## config.mk

```make
export PLATFORM = sky130hd
export DESIGN_NAME = gbe_udp_tx_arb
export DESIGN_NICKNAME = d
export VERILOG_FILES = /design/src/rtl/gbe_udp_tx_arb.sv
export SDC_FILE = /design/constraint.sdc
export NUM_CORES = 1
export LEC_CHECK = 0
export ABC_AREA = 0
export CAP_MARGIN = 20
export CORE_AREA = 2 2 248 250
export DETAILED_ROUTE_END_ITERATION = 10
export DIE_AREA = 0 0 250 252
export DONT_BUFFER_PORTS = 1
export PLACE_DENSITY = 0.37
export SETUP_SLACK_MARGIN = 0.5
export SYNTH_ARGS = -nofsm -noshare
export SYNTH_HDL_FRONTEND = slang
export SYNTH_SLANG_ARGS = --single-unit
```

## constraint.sdc

```tcl
create_clock -name app_clk -period 5.6 [get_ports app_clk]
set_input_delay 0.56 -clock app_clk [delete_from_list [all_inputs] [get_ports app_clk]]
set_output_delay 0.56 -clock app_clk [all_outputs]
set_load 0.01 [all_outputs]
```

## src/rtl/gbe_udp_tx_arb.sv

```systemverilog
// gbe_udp_tx_arb: round-robin arbiter packing N_CH UDP source channels onto one GbE UDP core TX port.
// Latency: a transferred word appears on app_tx_data one cycle later; one idle cycle arbitrates between packets.
// Backpressure: app_tx_afull drops the owner's ch_ready while sending; the tail of a truncated packet drains regardless.
//
// Ports: app_clk / app_rst_n (synchronous, active-low); ch_data/ch_valid/ch_eof/ch_destip/ch_destport are
// packed per-channel source buses accepted by ch_ready; app_tx_* carry word, valid, eof and destination to
// the core, throttled by app_tx_afull; grant shows the packet owner; pkt_count/trunc_count are statistics.
module gbe_udp_tx_arb #(
    parameter int N_CH       = 4,
    parameter int DATA_WIDTH = 64,
    parameter int MAX_WORDS  = 1024
) (
    input  logic                       app_clk,
    input  logic                       app_rst_n,
    input  logic [N_CH*DATA_WIDTH-1:0] ch_data,
    input  logic [N_CH-1:0]            ch_valid,
    input  logic [N_CH-1:0]            ch_eof,
    input  logic [N_CH*32-1:0]         ch_destip,
    input  logic [N_CH*16-1:0]         ch_destport,
    output logic [N_CH-1:0]            ch_ready,
    output logic [DATA_WIDTH-1:0]      app_tx_data,
    output logic                       app_tx_dvld,
    output logic                       app_tx_eof,
    output logic [31:0]                app_tx_destip,
    output logic [15:0]                app_tx_destport,
    input  logic                       app_tx_afull,
    output logic [N_CH-1:0]            grant,
    output logic [31:0]                pkt_count,
    output logic [15:0]                trunc_count
);

    localparam int          IW        = (N_CH > 1) ? $clog2(N_CH) : 1;
    localparam logic [15:0] LAST_WORD = 16'(MAX_WORDS - 1);

    typedef enum logic [1:0] {
        IDLE  = 2'd0,
        SEND  = 2'd1,
        FLUSH = 2'd2
    } state_t;

    state_t                  state_q, state_d;

    // last_grant_q is both the round-robin pointer and the index of the active owner
    logic [IW-1:0]           last_grant_q;
    logic [15:0]             word_cnt_q;

    logic                    pick_vld;
    logic [IW-1:0]           pick_idx;
    logic [N_CH-1:0]         pick_oh;
    logic [31:0]             pick_ip;
    logic [15:0]             pick_port;

    logic                    g_valid;
    logic                    g_eof;
    logic [DATA_WIDTH-1:0]   g_data;

    logic                    start;
    logic                    xfer;
    logic                    at_last;

    // First requester searching upward from last_grant+1, wrapping at N_CH
    always_comb begin
        pick_vld = 1'b0;
        pick_idx = '0;
        for (int i = 1; i <= N_CH; i++) begin
            for (int k = 0; k < N_CH; k++) begin
                if (!pick_vld && ch_valid[k] && (((int'(last_grant_q) + i) % N_CH) == k)) begin
                    pick_vld = 1'b1;
                    pick_idx = IW'(k);
                end
            end
        end
    end

    // Candidate destination for the pick, and the owner's live source signals
    always_comb begin
        pick_oh   = '0;
        pick_ip   = '0;
        pick_port = '0;
        g_valid   = 1'b0;
        g_eof     = 1'b0;
        g_data    = '0;
        for (int k = 0; k < N_CH; k++) begin
            if (pick_idx == IW'(k)) begin
                pick_oh[k] = 1'b1;
                pick_ip    = ch_destip[k*32 +: 32];
                pick_port  = ch_destport[k*16 +: 16];
            end
            if (last_grant_q == IW'(k)) begin
                g_valid = ch_valid[k];
                g_eof   = ch_eof[k];
                g_data  = ch_data[k*DATA_WIDTH +: DATA_WIDTH];
            end
        end
    end

    assign at_last = (word_cnt_q == LAST_WORD);

    always_comb begin
        state_d  = state_q;
        ch_ready = '0;
        start    = 1'b0;
        xfer     = 1'b0;
        case (state_q)
            IDLE: begin
                if (pick_vld && !app_tx_afull) begin
                    start   = 1'b1;
                    state_d = SEND;
                end
            end
            SEND: begin
                ch_ready = grant & {N_CH{~app_tx_afull}};
                xfer     = g_valid & ~app_tx_afull;
                if (xfer && g_eof) begin
                    state_d = IDLE;
                end else if (xfer && at_last) begin
                    state_d = FLUSH;
                end
            end
            FLUSH: begin
                // Tail of an overlong packet is swallowed; the core is not involved
                ch_ready = grant;
                if (g_valid && g_eof) begin
                    state_d = IDLE;
                end
            end
            default: state_d = IDLE;
        endcase
    end

    always_ff @(posedge app_clk) begin
        if (!app_rst_n) begin
            state_q <= IDLE;
        end else begin
            state_q <= state_d;
        end
    end

    always_ff @(posedge app_clk) begin
        if (!app_rst_n) begin
            last_grant_q    <= IW'(N_CH - 1);
            grant           <= '0;
            word_cnt_q      <= '0;
            app_tx_data     <= '0;
            app_tx_dvld     <= 1'b0;
            app_tx_eof      <= 1'b0;
            app_tx_destip   <= '0;
            app_tx_destport <= '0;
            pkt_count       <= '0;
            trunc_count     <= '0;
        end else begin
            app_tx_dvld <= xfer;
            // word MAX_WORDS closes the frame on the wire even without a source eof
            app_tx_eof  <= xfer & (g_eof | at_last);
            if (xfer) begin
                app_tx_data <= g_data;
            end

            if (start) begin
                last_grant_q    <= pick_idx;
                grant           <= pick_oh;
                app_tx_destip   <= pick_ip;
                app_tx_destport <= pick_port;
                word_cnt_q      <= '0;
            end else if (xfer) begin
                word_cnt_q <= word_cnt_q + 16'd1;
            end

            if (state_q != IDLE && state_d == IDLE) begin
                grant <= '0;
            end

            if (xfer && (g_eof | at_last)) begin
                pkt_count <= pkt_count + 32'd1;
            end
            if (xfer && !g_eof && at_last && trunc_count != 16'hFFFF) begin
                trunc_count <= trunc_count + 16'd1;
            end
        end
    end

endmodule

```

After elaboration in Yosys (flattened, before gate mapping)
Cells that the tools add are included.
W data, S select, Z words.
- output and inout port bits: 170
- logic and storage cells: 186
- register bits: 186
- muxes and demuxes: 64
- bitwise operators: 10
- add/sub/neg operators: 7
- reduce and logical (&&, ||, !) cells: 72
- equal/unequal tests: 22
- operator list (cell ; count):
    $mux W64 ; 4
    $logic_not A32 Y1 ; 4
    $mux W32 ; 4
    $mux W16 ; 4
    $logic_and A1 B1 Y1 ; 40
    $mux W2 ; 18
    $add A16 B1 Y16 const B ; 2
    $add A32 B1 Y32 const B ; 1
    $mux W1 ; 32
    $eq A3 B3 Y1 const B ; 8
    $logic_not A1 Y1 ; 17
    $eq A16 B10 Y1 const B ; 1
    $ne A16 B16 Y1 const B ; 1
    $eq A3 B2 Y1 const B ; 4
    $reduce_or A2 Y1 ; 6
    $eq A2 B2 Y1 const B ; 5
    $logic_not A2 Y1 ; 4
    $pmux W4 S2 ; 1
    $eq A2 B1 Y1 const B ; 3
    $pmux W2 S3 ; 1
    $add A2 B1 Y2 const B ; 2
    $add A2 B2 Y2 const B ; 2
    $and A1 B1 Y1 const A ; 4
    $and A4 B4 Y4 ; 1
    4 further kinds ; 6

Longest topological paths before layout
- depth after elaboration: 72
- gate-level depth with buffers: 9

Worst setup path after synthesis
OpenSTA, ideal clock, no wires.
- path kind: in2reg
- from: in ch_valid[0]
- to: reg trunc_count[6]
- slack: 3290 ps
- path buffers: 1
- arrival time: 2183 ps
- data required time: 5472 ps
- stages: 7
- cells stage by stage: clkbuf_1 mux4_2 nand2_4 a2111oi_4 nor3b_2 xnor2_1 nor2_1
- cells in the longest elaborated chain, start to end: 9
- RTL lines (item ; RTL line ; source):
    from (decl) ; 16 ; input logic [N_CH-1:0] ch_valid,
    $mux W1 (4 in series) ; 89 ; if (last_grant_q == IW'(k)) begin
    $and A1 B1 Y1 ; 113 ; xfer = g_valid & ~app_tx_afull;
    $mux W1 ; 104 ; case (state_q)
    $logic_and A1 B1 Y1 (3 in series) ; 176 ; if (xfer && !g_eof && at_last && trunc_count != 16'hFFFF) begin
    to (signal assigned) ; 177 ; trunc_count <= trunc_count + 16'd1;
    to (decl) ; 29 ; output logic [15:0] trunc_count
Every way passes these cells.
A chain may end at the register's enable or synchronous reset.

Final worst setup path
- from: reg last_grant_q[1]
- to: reg pkt_count[31]
- cells in the longest elaborated chain, start to end: 8
- elaborated cells on any way between the ends: 16
- classes of those cells: eq/ne (3); mux (9); bitwise (2); reduce/logical (2)
- RTL lines (item ; RTL line ; source):
    from (decl) ; 44 ; logic [IW-1:0] last_grant_q;
    from (signal assigned) ; 141 ; last_grant_q <= IW'(N_CH - 1);
    from (signal assigned) ; 160 ; last_grant_q <= pick_idx;
    $logic_not A2 Y1 ; 89 ;
    $mux W1 (4 in series) ; 89 ;
    $and A1 B1 Y1 ; 113 ;
    $mux W1 ; 104 ;
    $logic_and A1 B1 Y1 * ; 173 ; if (xfer && (g_eof | at_last)) begin
    to (signal assigned) ; 174 ; pkt_count <= pkt_count + 32'd1;
    to (decl) ; 28 ; output logic [31:0] pkt_count,
Every way passes the cells marked *; elsewhere a longest branch is shown, timed or not.

==> results.md <==
- CTS max path bufs: 2
- TritonCTS clock tree: yes
- VDD IR max: 239.2 uV
- Layout overhead on the synthesized area: 14.27%
- Setup violators final: 0
- DP HPWL: 33,610 um
- Synth Area in XOR/XNOR: 4.553%
- FF+latch area: 0.003731 sq mm
- Area of the multi-input gates: between 0.005 and 0.006 sq mm
- Pleak: 3.495 nW
- Crit-path max FO: 80
- Die H: 252 um
- P per Cell Area: 295.0 mW/mm^2
- Buf+Inv Stages, Crit Path: 0
- Crit Path Class: reg -> reg
- Synthesized instance count: around 1.1k
- Hold Crit Start: app_rst_n
- Fmax: 300.4 MHz
- I/O pin cnt: 629
- Reg-to-reg slack, setup: 2.27 ns
- Post-layout min period: 3.329 ns
- DR pass1 iterations: 6
- Final hold viol count: 0
- Clk root buf: clkbuf_16
- Syn Area/Cell: slightly below 9 sq um
- CP max stage cell: dfxtp_4
- Stages on the worst setup path: 6
- Register area share after synthesis: 37.95%
- R2r endpoint: pkt_count[31]$_SDFFE_PN0P_
- Mux share of post-synthesis cell area: about 16%
- GRT Total Usage: 13.37%
- Final Cycle Share: roughly 60%
- EDFF count, synth: 0
- Critical Path Start Type: flop
- R2R Path Start: last_grant_q[1]$_SDFFE_PN1P_
- Setup bufs post-CTS: 0
- Num CTS Buffers: 17
- Clk slew on worst S/H paths: 0.08 ns
- Hold buffer count at cts: 0
- Die area: 0.06300 sq mm
- Via density: 4.707
- CP peak stage delay: 1.03 ns
- Vias in the first global route: around 8.6k
- Critical path required time: ~6.0 ns
- Layout cells sized above 1: 12.14%
- Filler Cell Count: 6,787
- Max_slew headroom: 24.30%
- Core ar.: 0.06013 sq mm
- Worst-Margin Slew: roughly 1.1 ns
- Standard-cell row count: 90
- Worst-path cell chain: mux4_2 -> and2_4 -> o2111ai_1 -> nor4_1 -> xnor2_1 -> nor2_1
- Clk_lat worst skew: just under 0.5 ns
- Worst Reg-to-Reg Cells: 6
- Endpoint kind of the worst setup timing path: flop
- Worst Hold Path Cells: 1
- Run status: finished, final reports clean
- Total Neg Setup Slack: 0 ns
- Drt drc: 0
- Synth Area in Compound Gates: 17.80%
- Post-Synth Adder-Cell Area: 0.8927%
- Die span in x: 250 um
- Ys flop type: dfxtp_1
- Drt total wl: 43,820 um
- Max-slew violation total from the final report: 0
- Final Util: 18.64%
- Global-route wire length before repair: 61,190 um
- Fraction of registers with async set/reset: 0%
- Post-CTS Resized: 0
- Largest net degree at the start of global routing: a little over 80
- Register bit total from synthesis: 186
- Post-synthesis net count: roughly 1.6k
- MaxCap Viol Count: 0
- Synth Area in Simple Gates: between 10% and 20%
- Clock Skews: 0.01399 ns
- Synth Warn #: 0
- GR Overflow Total: 0
- Largest family of logic cells by synthesized area: simple AND/OR/NAND/NOR gates
- Placer Congestion: 0.8275
- Netlist cell types: 54
- IO buf count: 0
- Total number of vias: 8,741
- H-Tree Depth: 4
- Initial antenna violation count: 24
- Starting Density: between 10% and 20%
- # clock sinks: between 150 and 200
- Type of the worst min-delay path: in -> reg
- Routed Antenna Nets: 0
- Mapped cell area: 0.009811 sq mm
- RSZ-0062 raised after global routing: no
- Crit path DAT: 3.69 ns
- Final layout net count: 1,524
- Drt initial violations: approximately 550
- CP top delay family: flip-flops
- DR WL/cell: around 24 um
- Worst hold endpoint: last_grant_q[1]$_SDFFE_PN1P_
worst max path at each step:
stage | from | end | slack, ns
5_1_grt | last_grant_q[1]$_SDFFE_PN1P_ | pkt_count[31]$_SDFFE_PN0P_ | 1.92
2_1_floorplan | ch_valid[0] | trunc_count[6]$_SDFFE_PN0P_ | 3.29
6_report | last_grant_q[1]$_SDFFE_PN1P_ | pkt_count[31]$_SDFFE_PN0P_ | 2.27
3_3_place_gp | last_grant_q[1]$_SDFFE_PN1P_ | pkt_count[31]$_SDFFE_PN0P_ | 2.31
4_1_cts | last_grant_q[1]$_SDFFE_PN1P_ | pkt_count[31]$_SDFFE_PN0P_ | 2.16
3_5_place_dp | last_grant_q[1]$_SDFFE_PN1P_ | pkt_count[31]$_SDFFE_PN0P_ | 2.18
cell families (layout without fill, tap and decap cells):
family                   count (synthesis)  count (layout)
flip-flops                             186             186
AO/OA/AOI/OAI                          273             273
multiplexers                            71              71
XOR/XNOR                                51              51
buffers and inverters                  109              62
adder cells (fa/ha/maj)                  7               7
other                                    0               4
AND/OR/NAND/NOR                        421             421
layout make-up:
type | count | share of cell area, %
diodes | 4 | 0.08929
repair buffers | 11 | 0.8482
clock buffers | 17 | 3.795
inverters | 19 | 0.6585
flip-flops and latches | 186 | 33.28
well taps | 782 | 8.728
clock inverters | 15 | 1.786
multi-input cells | 823 | 50.81
synth_stat cells (2+ instances only):
cell,number,share of area (%)
nor4_1,5,0.32
clkbuf_1,70,2.7
nand4_1,17,1.1
xor2_1,31,2.8
a21oi_1,85,4.3
and2_1,4,0.26
a2111oi_4,3,0.84
a31oi_1,48,3.1
xnor2_1,20,1.8
nand4_2,2,0.26
dfxtp_1,186,38
or3_1,9,0.57
nand3_1,18,0.92
nor3_1,12,0.61
inv_1,18,0.69
nand2_1,252,9.6
nor4b_1,3,0.27
o21ai_0,68,3.5
a211oi_1,3,0.23
mux2i_1,5,0.51
and3_1,7,0.45
o211ai_1,2,0.15
buf_1,6,0.23
and4_1,6,0.54
mux4_2,66,15
o21a_1,2,0.15
buf_2,13,0.66
a221oi_1,49,4.4
nor2b_1,5,0.32
nor2_1,73,2.8
ha_1,7,0.89
placed cells by master (no fill, tap or decap), types with 2 or more instances in the layout:
| master | netlist | routed |
|---|---|---|
| inv_1 | 18 | 18 |
| a221oi_1 | 49 | 49 |
| and3_1 | 7 | 7 |
| nand4_2 | 2 | 2 |
| ha_1 | 7 | 7 |
| a2111oi_4 | 3 | 3 |
| bufinv_16 | 0 | 2 |
| clkbuf_16 | 0 | 17 |
| clkinv_8 | 0 | 2 |
| inv_8 | 0 | 5 |
| nand2_1 | 252 | 251 |
| diode_2 | 0 | 4 |
| o21a_1 | 2 | 2 |
| dfxtp_4 | 0 | 2 |
| or3_1 | 9 | 9 |
| dfxtp_1 | 186 | 184 |
| and2_1 | 4 | 3 |
| o21ai_0 | 68 | 68 |
| mux4_2 | 66 | 66 |
| clkinv_4 | 0 | 3 |
| nand3_1 | 18 | 18 |
| xor2_1 | 31 | 31 |
| buf_4 | 1 | 10 |
| inv_6 | 0 | 2 |
| a31oi_1 | 48 | 48 |
| xnor2_1 | 20 | 20 |
| a21oi_1 | 85 | 85 |
| nor3_1 | 12 | 12 |
| nor4b_1 | 3 | 3 |
| mux2i_1 | 5 | 5 |
| nor2_1 | 73 | 72 |
| and4_1 | 6 | 6 |
| o211ai_1 | 2 | 2 |
| nand4_1 | 17 | 17 |
| nor2b_1 | 5 | 5 |
| nor4_1 | 5 | 5 |
| a211oi_1 | 3 | 3 |
per-stage QoR:
stage	worst slack, ns	hold slack, ns	cells	power, mW	area, sq um
6_report	2.271	0.1614	1857	3.307	11210
5_1_grt	1.922	0.1176	1857	3.474	11210
4_1_cts	2.163	0.09314	1852	3.386	11180
3_5_place_dp	2.176	0.4742	1820	2.014	10560
3_3_place_gp	2.315	0.4658	1820	2.009	10560
2_1_floorplan	3.290	0.4539	1118	1.871	9811
where the power goes:
group / switching, mW / internal, mW / total, mW
clock: 0.649 / 0.684 / 1.33
combinational: 0.260 / 0.211 / 0.471
sequential: 0.116 / 1.39 / 1.50
flip-flops by register name, summed over array words and instances, names as in the netlist:
signal / cells
app_tx_data: 64
app_tx_destip: 32
app_tx_destport: 16
app_tx_dvld: 1
app_tx_eof: 1
grant: 4
last_grant_q: 2
pkt_count: 32
state_q: 2
trunc_count: 16
word_cnt_q: 16
worst reg2reg max path: stages (launching register included):
cell,delay (ns)
dfxtp_4,1.03
mux4_2,0.47
and2_4,0.48
o2111ai_1,0.57
nor4_1,0.43
xnor2_1,0.17
nor2_1,0.05
layer usage:
metal	global-route usage (%)	share of wire, %
met1	15.21	38
met2	22.47	50
met3	5.509	9.3
met4	4.842	2.7
met5	0	0.21
No activity file was read; power rests on OpenSTA's default activity.
